**config.mk**
```make
export PLATFORM = sky130hd
export DESIGN_NAME = chunk_burster
export DESIGN_NICKNAME = d
export VERILOG_FILES = /design/src/rtl/chunk_burster.sv
export SDC_FILE = /design/constraint.sdc
export NUM_CORES = 1
export LEC_CHECK = 0
export CELL_PAD_IN_SITES_DETAIL_PLACEMENT = 2
export CELL_PAD_IN_SITES_GLOBAL_PLACEMENT = 2
export CORE_ASPECT_RATIO = 1.75
export CORE_MARGIN = 1.5
export CORE_UTILIZATION = 52
export CTS_CLUSTER_SIZE = 24
export DETAILED_ROUTE_END_ITERATION = 8
export PLACE_DENSITY = 0.83
export SETUP_SLACK_MARGIN = 0.15
export SKIP_CTS_REPAIR_TIMING = 1
export SYNTH_ARGS = -nofsm -noshare
export SYNTH_HDL_FRONTEND = slang
export SYNTH_SLANG_ARGS = --single-unit
export TNS_END_PERCENT = 5
```
**constraint.sdc**
```tcl
create_clock -name clk -period 6.3 [get_ports clk]
set_clock_uncertainty 0.2 [all_clocks]
set_input_delay 0.945 -clock clk [delete_from_list [all_inputs] [get_ports clk]]
set_output_delay 0.945 -clock clk [all_outputs]
set_load 0.02 [all_outputs]
```
**src/rtl/chunk_burster.sv**
```systemverilog
// chunk_burster: FIFO (ports in_valid/in_data/in_ready, out_valid/out_data/out_last/out_ready, flush, count) emitting CHUNK-word bursts, flush drains a partial chunk; CHUNK_BURSTER_STATS_EN adds chunks_sent/partial_sent
module chunk_burster #(
  parameter int WIDTH = 32,
  parameter int DEPTH = 16,
  parameter int CHUNK = 5
) (
  input  logic                   clk,
  input  logic                   rst_n,
  input  logic                   in_valid,
  input  logic [WIDTH-1:0]       in_data,
  output logic                   in_ready,
  input  logic                   flush,
  output logic                   out_valid,
  output logic [WIDTH-1:0]       out_data,
  output logic                   out_last,
  input  logic                   out_ready,
  output logic [$clog2(DEPTH):0] count
`ifdef CHUNK_BURSTER_STATS_EN
  ,
  output logic [15:0]            chunks_sent,
  output logic [15:0]            partial_sent
`endif
);
  localparam int AW = $clog2(DEPTH);
  localparam int CW = AW + 1;
  localparam logic [CW-1:0] DEPTH_C = CW'(DEPTH);
  localparam logic [CW-1:0] CHUNK_C = CW'(CHUNK);
  typedef enum logic {IDLE, BURST} state_t;
  state_t state;
  logic [WIDTH-1:0] mem [DEPTH];
  logic [AW-1:0] wr_ptr, rd_ptr;
  logic [CW-1:0] beat, burst_len;
  logic flush_pending, push, pop, done;
  assign in_ready = !rst_n || count != DEPTH_C;
  assign out_valid = rst_n && state == BURST;
  assign out_last = out_valid && beat == burst_len - CW'(1);
  assign out_data = mem[rd_ptr];
  assign push = in_valid && in_ready;
  assign pop = out_valid && out_ready;
  assign done = pop && out_last;
  always_ff @(posedge clk)
    if (push) mem[wr_ptr] <= in_data;
  always_ff @(posedge clk) begin
    if (!rst_n) begin
      wr_ptr <= '0;
      rd_ptr <= '0;
      count <= '0;
      state <= IDLE;
      beat <= '0;
      burst_len <= '0;
      flush_pending <= 1'b0;
    end else begin
      wr_ptr <= wr_ptr + AW'(push);
      rd_ptr <= rd_ptr + AW'(pop);
      count <= count + CW'(push) - CW'(pop);
      if (state == IDLE) begin
        if (count >= CHUNK_C) begin
          state <= BURST;
          burst_len <= CHUNK_C;
        end else if (flush_pending && count != '0) begin
          state <= BURST;
          burst_len <= count;
        end
        flush_pending <= flush || (flush_pending && count != '0);
      end else begin
        beat <= done ? '0 : beat + CW'(pop);
        if (done) state <= IDLE;
        flush_pending <= flush || (flush_pending && !(done && burst_len < CHUNK_C));
      end
    end
  end
`ifdef CHUNK_BURSTER_STATS_EN
  always_ff @(posedge clk) begin
    if (!rst_n) begin
      chunks_sent <= '0;
      partial_sent <= '0;
    end else if (done) begin
      chunks_sent <= chunks_sent + 16'(chunks_sent != '1);
      partial_sent <= partial_sent + 16'(burst_len < CHUNK_C && partial_sent != '1);
    end
  end
`endif
endmodule

```
==> run summary, run 1 <==
Final ANT Viol Nets - 0
Die Area - 41400 um2
Endpoint class of the critical path - output port
Die Ht - 268 um
Deepest clock path buffer count - 3
P per Cell Area - 337 nW/um2
Final nets - 1052
HPWL Detailed - 32600 um
Required time of the critical path - 5.15 ns
Mapped Cells - 888
Share of the yosys chip area belonging to registers - 0.761
Peak supply drop - 0.299 mV
Clock root buffer - clkbuf_16
Post-synth EDFFs - 512
Min Tclk post-route - 4.82 ns
Syn. warnings - 0
GRT Residual Overflow - 0
Yosys cell types - 42
Fin crit share - 0.765
Starting DRT DRC Count - 918
F_max - 0.208 GHz
Vias - 9830
Hold path start - beat[1]
Endpoints failing hold - 0
Mapped Area - 20900 um2
Worst skew pair latency - 0.57 ns
Routed WL per cell - 37.6 um
Avg Cell Area, Syn - 23.5 um2
# clock sinks - 537
Crit path from - rd_ptr[0]
Design area - 23800 um2
Crit Path Class - reg -> out
Clock-pin slew on the worst setup and hold paths - 0.06 ns
Post-route setup TNS - 0 ns
Max-cap violations - 0
Place WS - 1.82 ns
RSZ-0062 raised after global routing - no
Status - complete, no violations
RePlAce Congestion - 0.736
Yosys top cell area share - 0.737
Worst-Margin Slew - 1.14 ns
Htree depth - 2
Async SR Flop Fraction - 0
Top post-synthesis cells by area - edfxtp_1 (74%), mux4_2 (17%), dfxtp_1 (2.4%), ha_1 (0.96%), buf_6 (0.92%)
Vias in the first global route - 11111
Power, Total - 8.02 mW
Final setup fails - 0
Syn_nets - 942
Slowest CP cell - dfxtp_4
Initial Util - 0.530
Row cnt - 96
Die span in x - 154 um
Slew Limit Headroom - 0.235
First-pass GRT wire length - 81500 um
Placed Area - 22200 um2
Core area - 39400 um2
Cell family with most CP delay - multiplexers
Initial antenna violation count - 6
Buf/Inv on CP - 2
Largest net degree at the start of global routing - 56
I/O Buffers - 76
Yosys top cell by area - edfxtp_1
Routed vias/inst - 6.44
Synth Register Bits - 537
Max incr delay on CP - 0.87 ns
Slew Viols, Final - 0
Total CTS buffers - 48
I/O Pins - 77
Synth Flop Type - edfxtp_1
CP startpoint kind - flop
Total Routing Usage GR - 0.288
WP data arrival - 3.67 ns
TritonRoute pass-1 iters - 5
CTS tree - built
Final Worst Setup Slack - 1.48 ns
Layout cells sized above 1 - 0.257
Layout area overhead - 13.9%
Residual DRC - 0
Final WL - 57400 um
Crit-path max FO - 55
HP Class - reg -> reg
CP Cell Sequence - buf_12 > mux4_1 > mux4_2 > clkdlybuf4s50_1
Leakage Power - 7.29 nW
Origin of the critical flop-to-flop path - count[2]
## cell type report
type / count / area [um2]
Antenna cell: 2 / 5.00
Clock buffer: 63 / 1310
Fill cell: 3060 / 15600
Clock inverter: 24 / 260
Inverter: 14 / 52.6
Tap cell: 490 / 613
Multi-Input combinational cell: 296 / 4670
Sequential cell: 537 / 15900
Timing Repair Buffer: 101 / 973
## worst reg2reg max path, cell delays in order (launching register included)
cell and delay (ns):
dfxtp_1 0.55, inv_1 0.13, ha_1 0.27, a41o_1 0.29, inv_1 0.13, nand3_1 0.35
nor2_4 0.99, buf_4 0.45
## cells in the mapped netlist (3+ instances only)
master and n:
nand2_1 7, nor3_1 7, clkbuf_1 8, dfxtp_1 25, buf_2 4, mux2i_1 3, ha_1 16, nand3_1 10
nand3b_1 3, inv_1 14, o21ai_0 7, clkbuf_8 8, and2_1 6, buf_6 17, mux4_2 154, mux4_1 6
nor2_1 28, a21oi_1 7, a22oi_1 3, and3_1 3, xnor2_1 5, xor2_1 7, a311oi_1 3, edfxtp_1 512
## layout by cell type (no fill, tap or decap), types with 4 or more instances in the layout
master           instances
edfxtp_1               512
mux4_2                 154
clkdlybuf4s50_1         76
clkbuf_16               49
buf_4                   23
dfxtp_1                 21
nor2_1                  16
ha_1                    16
inv_1                   14
nor2_4                  12
clkbuf_1                11
nand3_1                 10
clkinv_1                10
nand2_1                  7
xor2_1                   7
o21ai_0                  7
a21oi_1                  7
clkinv_2                 7
mux4_1                   6
and2_1                   6
bufinv_16                6
xnor2_1                  5
nor3_2                   4
## kinds of logic (layout without fill, tap and decap cells)
kind of cell             Yosys count  in the layout  synth area share
AO/OA/AOI/OAI                     29             29           0.00905
buffers and inverters             55            202            0.0210
multiplexers                     163            163             0.175
XOR/XNOR                          12             12           0.00504
flip-flops                       537            537             0.761
adder cells (fa/ha/maj)           17             17            0.0106
other                              0              2                 0
AND/OR/NAND/NOR                   75             75            0.0185
## per-layer routing
metal,track usage,wire length [um],vias to the layer above
li1,-,-,4000
met3,0.0460,3000,110
met1,0.358,21900,5364
met2,0.513,30700,350
met5,0,36,-
met4,0.103,1870,6
## metrics by stage
stage          std cells  hold WS (ns)   util
3_5_place_dp        1438         0.367  0.563
3_3_place_gp        1438         0.332  0.563
6_report            1527         0.369  0.603
5_1_grt             1526         0.399  0.603
2_1_floorplan        888         0.309      -
4_1_cts             1525         0.376  0.603
## state kept, by name (all words and copies together) (netlist names)
| signal | cells |
|---|---|
| state | 1 |
| beat | 5 |
| rd_ptr | 4 |
| burst_len | 5 |
| count | 5 |
| wr_ptr | 4 |
| flush_pending | 1 |
| mem | 512 |
## final timing paths
kind / endpoint / slack, ns / depth (start not counted)
min: beat[1] / 0.37 / 2
max: out_data[21] / 1.48 / 4
min reg2reg: beat[1] / 0.37 / 2
max reg2reg: mem[15][2] / 2.62 / 7
## where the power goes
part	leakage [nW]	switching (mW)	internal [mW]
combinational	1.69	0.482	0.412
clock	0.766	1.31	1.71
sequential	4.83	0.104	4.01
Power figures use the tool's default switching activity.
==> inputs of run 2 (changes only) <==
- CORE_UTILIZATION: 52 -> 49
- PLACE_DENSITY: 0.83 -> 0.79
- clock period: 6.3 -> 4.5 ns (I/O delays scaled with it)
==> run summary, run 2 (synthesis results as in run 1) <==
Status - complete, no violations
Deepest clock path buffer count - 3 (unchanged)
RR Endpoint - mem[7][16]
P per Cell Area - 470 nW/um2 (+39%)
HP Class - reg -> reg
Place WS - 0.782 ns (-1.03 ns)
GRT Residual Overflow - 0 (unchanged)
# placed instances - 1517 (+5.5%)
WHS Endpoint - beat[0]
Origin of the critical flop-to-flop path - count[2]
Initial Util - 0.499 (-0.0313)
# clock sinks - 537 (unchanged)
Commonest non-fill, non-tap cell in the layout - edfxtp_1
Clock-pin slew on the worst setup and hold paths - 0.07 ns (about the same)
Layout cells sized above 1 - 0.270 (+0.0135)
Vias in the first global route - 11171 (+0.54%)
CTS tree - built
Most frequent cells in the layout - edfxtp_1 (512), mux4_2 (154), clkdlybuf4s50_1 (76), clkbuf_16 (50), buf_4 (26)
Final nets - 1066 (+1.3%)
Flip-flop count of the largest register after layout - 512 (unchanged)
Slew Limit Headroom - 0.463 (+0.228)
Die span in x - 159 um (+3.0%)
Die Ht - 276 um (+3.0%)
Clock root buffer - clkbuf_16
Layout area overhead - 15.7%
Final setup fails - 0 (unchanged)
Worst skew pair latency - 0.57 ns (about the same)
Routed WL per cell - 35.8 um (-4.8%)
Htree depth - 2 (unchanged)
FF-to-FF path depth - 7 (unchanged)
I/O Buffers - 76 (unchanged)
Fin crit share - 0.930
RePlAce Congestion - 0.739 (+0.45%)
Final WL - 57500 um (+0.15%)
Final ANT Viol Nets - 0 (unchanged)
RSZ-0062 raised after global routing - no
WHS Path Cells - 2 (unchanged)
Largest net degree at the start of global routing - 47 (-16%)
Core area - 41900 um2 (+6.3%)
Crit-path max FO - 46 (-16%)
Total CTS buffers - 48 (unchanged)
First-pass GRT wire length - 82900 um (+1.8%)
Starting DRT DRC Count - 937 (+2.1%)
Final Worst Setup Slack - 0.316 ns (-1.17 ns)
WP data arrival - 3.31 ns (-0.36 ns)
Worst-Margin Slew - 0.805 ns (-0.339 ns)
Hold path start - beat[0]
Worst R2R Setup Slack - 1.38 ns (-1.24 ns)
Routed vias/inst - 6.24 (-3.1%)
TritonRoute pass-1 iters - 5 (unchanged)
Crit Path Class - reg -> out
F_max - 0.239 GHz
Post-route setup TNS - 0 ns (unchanged)
Leakage Power - 7.42 nW (+1.8%)
Row cnt - 99 (+3.1%)
CP startpoint kind - flop
Reg with most FFs - mem
Peak supply drop - 0.322 mV (+7.7%)
Max-cap violations - 0 (unchanged)
Initial antenna violation count - 3 (-3)
Endpoint class of the critical path - output port
Slew Viols, Final - 0 (unchanged)
Final cell count without fillers - 1607 (+5.2%)
HPWL Detailed - 32000 um (-2.1%)
Die Area - 43900 um2 (+6.0%)
Required time of the critical path - 3.62 ns (-1.53 ns)
Util after Layout - 0.577 (-0.0266)
I/O Pins - 77 (unchanged)
Residual DRC - 0 (unchanged)
Endpoints failing hold - 0 (unchanged)
Min Tclk post-route - 4.18 ns
Vias - 10029 (+2.0%)
Total Routing Usage GR - 0.268 (-0.0194)
==> run 2: worst max-delay path, cell delays in order, from the launching register on <==
cell	delay, ns
dfxtp_4	0.59
buf_12	0.39
mux4_1	0.63
mux4_2	0.51
clkdlybuf4s50_1	0.58
==> run 2: layer usage <==
layer / track usage / share of wire / vias up
met2: 0.472 / 0.54 / 380
met1: 0.348 / 0.39 / 5533
met3: 0.0356 / 0.050 / 82
li1: - / - / 4032
met5: 0 / 0.00023 / -
met4: 0.0830 / 0.021 / 2
==> run 2: worst max path at each step <==
stage,from,endpoint,slack [ns]
6_report,rd_ptr[0],out_data[19],0.32
5_1_grt,rd_ptr[0],out_data[19],0.16
4_1_cts,rd_ptr[0],out_data[19],0.26
3_5_place_dp,rst_n,out_last,0.78
3_3_place_gp,rst_n,out_last,0.87
2_1_floorplan,count[2],mem[0][0],0.20
==> run 2: report_power, final <==
| group | internal [mW] | switching, mW |
|---|---|---|
| Sequential | 5.61 | 0.124 |
| Clock | 2.48 | 1.88 |
| Combinational | 0.588 | 0.675 |
==> run 2: final cells by class <==
class                           count  area (um2)
Fill cell                        3441       17700
Antenna cell                        2        5.00
Multi-Input combinational cell    296        4670
Sequential cell                   537       15900
Clock buffer                       64        1320
Inverter                           14        52.6
Timing Repair Buffer              115        1220
Tap cell                          555         694
Clock inverter                     24         298
==> run 2: per-stage QoR <==
stage,power (mW),hold WS (ns),instance area (um2)
after CTS,11.4,0.366,24100
after global routing,11.7,0.398,24100
after floorplan,6.59,0.309,20900
final,11.4,0.362,24100
after global placement,7.03,0.337,22500
after detailed placement,7.10,0.357,22500
==> inputs of run 3 (changes only) <==
- CTS_CLUSTER_DIAMETER: default -> 200
==> run summary, run 3 (synthesis results as in run 1) <==
RSZ-0062 raised after global routing - no
Final ANT Viol Nets - 0 (unchanged)
Initial Util - 0.499 (unchanged)
I/O Pins - 77 (unchanged)
Die span in x - 159 um (unchanged)
I/O Buffers - 76 (unchanged)
# clock sinks - 537 (unchanged)
Final setup fails - 0 (unchanged)
HPWL Detailed - 32000 um (unchanged)
CP startpoint kind - flop
Int Power - 7.31 mW (-16%)
Residual DRC - 0 (unchanged)
Htree depth - 1 (-1)
Total CTS buffers - 26 (-46%)
TritonRoute pass-1 iters - 5 (unchanged)
Final WL - 52300 um (-9.1%)
Row cnt - 99 (unchanged)
First-pass GRT wire length - 76600 um (-7.6%)
HP Class - reg -> reg
WHS Endpoint - beat[0]
Routed vias/inst - 6.08 (-2.6%)
GRT Residual Overflow - 0 (unchanged)
CTS tree - built
Worst-Margin Slew - 0.813 ns (+0.00801 ns)
Vias in the first global route - 10619 (-4.9%)
Util after Layout - 0.556 (-0.0207)
Flip-flop count of the largest register after layout - 512 (unchanged)
Largest net degree at the start of global routing - 47 (unchanged)
Initial antenna violation count - 0 (-3)
Endpoint class of the critical path - output port
Fin crit share - 0.931 (+0.00126)
Origin of the critical flop-to-flop path - count[2]
RePlAce Congestion - 0.739 (unchanged)
Worst R2R Setup Slack - 1.41 ns (+0.03 ns)
Endpoints failing hold - 0 (unchanged)
Crit-path max FO - 46 (unchanged)
Hold path start - beat[0]
WHS Path Cells - 2 (unchanged)
Core area - 41900 um2 (unchanged)
Post-route setup TNS - 0 ns (unchanged)
Die Ht - 276 um (unchanged)
Peak supply drop - 0.357 mV (+11%)
Status - complete, no violations
Final Worst Setup Slack - 0.310 ns (-0.00567 ns)
Max-cap violations - 0 (unchanged)
Routed WL per cell - 33.4 um (-6.7%)
Starting DRT DRC Count - 808 (-14%)
Psw - 2.29 mW (-15%)
Final nets - 1044 (-2.1%)
Clock-pin slew on the worst setup and hold paths - 0.10 ns (+0.03 ns)
Worst skew pair latency - 0.59 ns (+0.02 ns)
Required time of the critical path - 3.62 ns (about the same)
Reg with most FFs - mem
Slew Limit Headroom - 0.458 (-0.00534)
P per Cell Area - 413 nW/um2 (-12%)
Vias - 9511 (-5.2%)
Fillers - 3444 (+0.087%)
Most frequent cells in the layout - edfxtp_1 (512), mux4_2 (154), clkdlybuf4s50_1 (76), clkbuf_16 (26), buf_4 (26)
FF-to-FF path depth - 7 (unchanged)
Layout cells sized above 1 - 0.240 (-0.0309)
Final cell count without fillers - 1565 (-2.6%)
Die Area - 43900 um2 (unchanged)
WHS - 0.371 ns (+0.00942 ns)
Crit Path Class - reg -> out
Commonest non-fill, non-tap cell in the layout - edfxtp_1
RR Endpoint - mem[7][11]
Switching share of power - 0.239 (+0.00253)
Antenna Cells - 0 (-2)
F_max - 0.239 GHz (-0.14%)
Place WS - 0.782 ns (unchanged)
Slew Viols, Final - 0 (unchanged)
WP data arrival - 3.31 ns (about the same)
Clock root buffer - clkbuf_16
Min Tclk post-route - 4.19 ns (+0.00567 ns)
Total Routing Usage GR - 0.245 (-0.0235)
Deepest clock path buffer count - 3 (unchanged)
Layout area overhead - 11.5%
# placed instances - 1517 (unchanged)
Seq pwr share - 0.596 (+0.091)
Combinational share of power - 0.129 (+0.018)
Leakage Power - 6.99 nW (-5.9%)
Clock network power share - 0.275 (-0.109)
## run 3: final cells by class
type	instances	area (um2)	share of cell area
timing repair buffer	115	1220	0.0523
sequential	537	15900	0.683
inverter	14	52.6	0.00226
tap	555	694	0.0298
clock inverter	2	32.5	0.00140
multi-input combinational	296	4670	0.201
clock buffer	46	726	0.0312
## run 3: worst max-delay path by stage
stage | startpoint | to | cells past startpoint
detailed placement | rst_n | out_last | 5
global placement | rst_n | out_last | 5
finish | rd_ptr[0] | out_data[19] | 4
global route | rd_ptr[0] | out_data[19] | 4
CTS | rd_ptr[0] | out_data[19] | 4
floorplan | count[2] | mem[0][0] | 5
## run 3: metrics by stage
stage / total power, mW / area, um2
after floorplan: 6.59 / 20900
after global placement: 7.03 / 22500
after detailed placement: 7.10 / 22500
after CTS: 9.70 / 23300
after global routing: 9.92 / 23300
final: 9.60 / 23300
## run 3: power groups by stage
| stage | sequential [mW] | combinational [mW] | clock (mW) |
|---|---|---|---|
| after floorplan | 5.80 | 0.787 | 0 |
| after global placement | 5.82 | 1.21 | 0 |
| after detailed placement | 5.84 | 1.26 | 0 |
| after CTS | 5.72 | 1.27 | 2.71 |
| after global routing | 5.74 | 1.34 | 2.84 |
| final | 5.72 | 1.24 | 2.64 |
## run 3: critical path, stage by stage, from the launching register on
cell and delay (ns):
dfxtp_4 0.60, buf_12 0.40, mux4_1 0.62, mux4_2 0.51, clkdlybuf4s50_1 0.56
## run 3: metal layers
layer  part of all wire  vias to the layer above  global-route usage
li1                   -                     3954                   -
met1               0.40                     5243               0.323
met2               0.54                      259               0.440
met3              0.040                       55              0.0219
met4              0.021                        0              0.0617
met5                  0                        -                   0
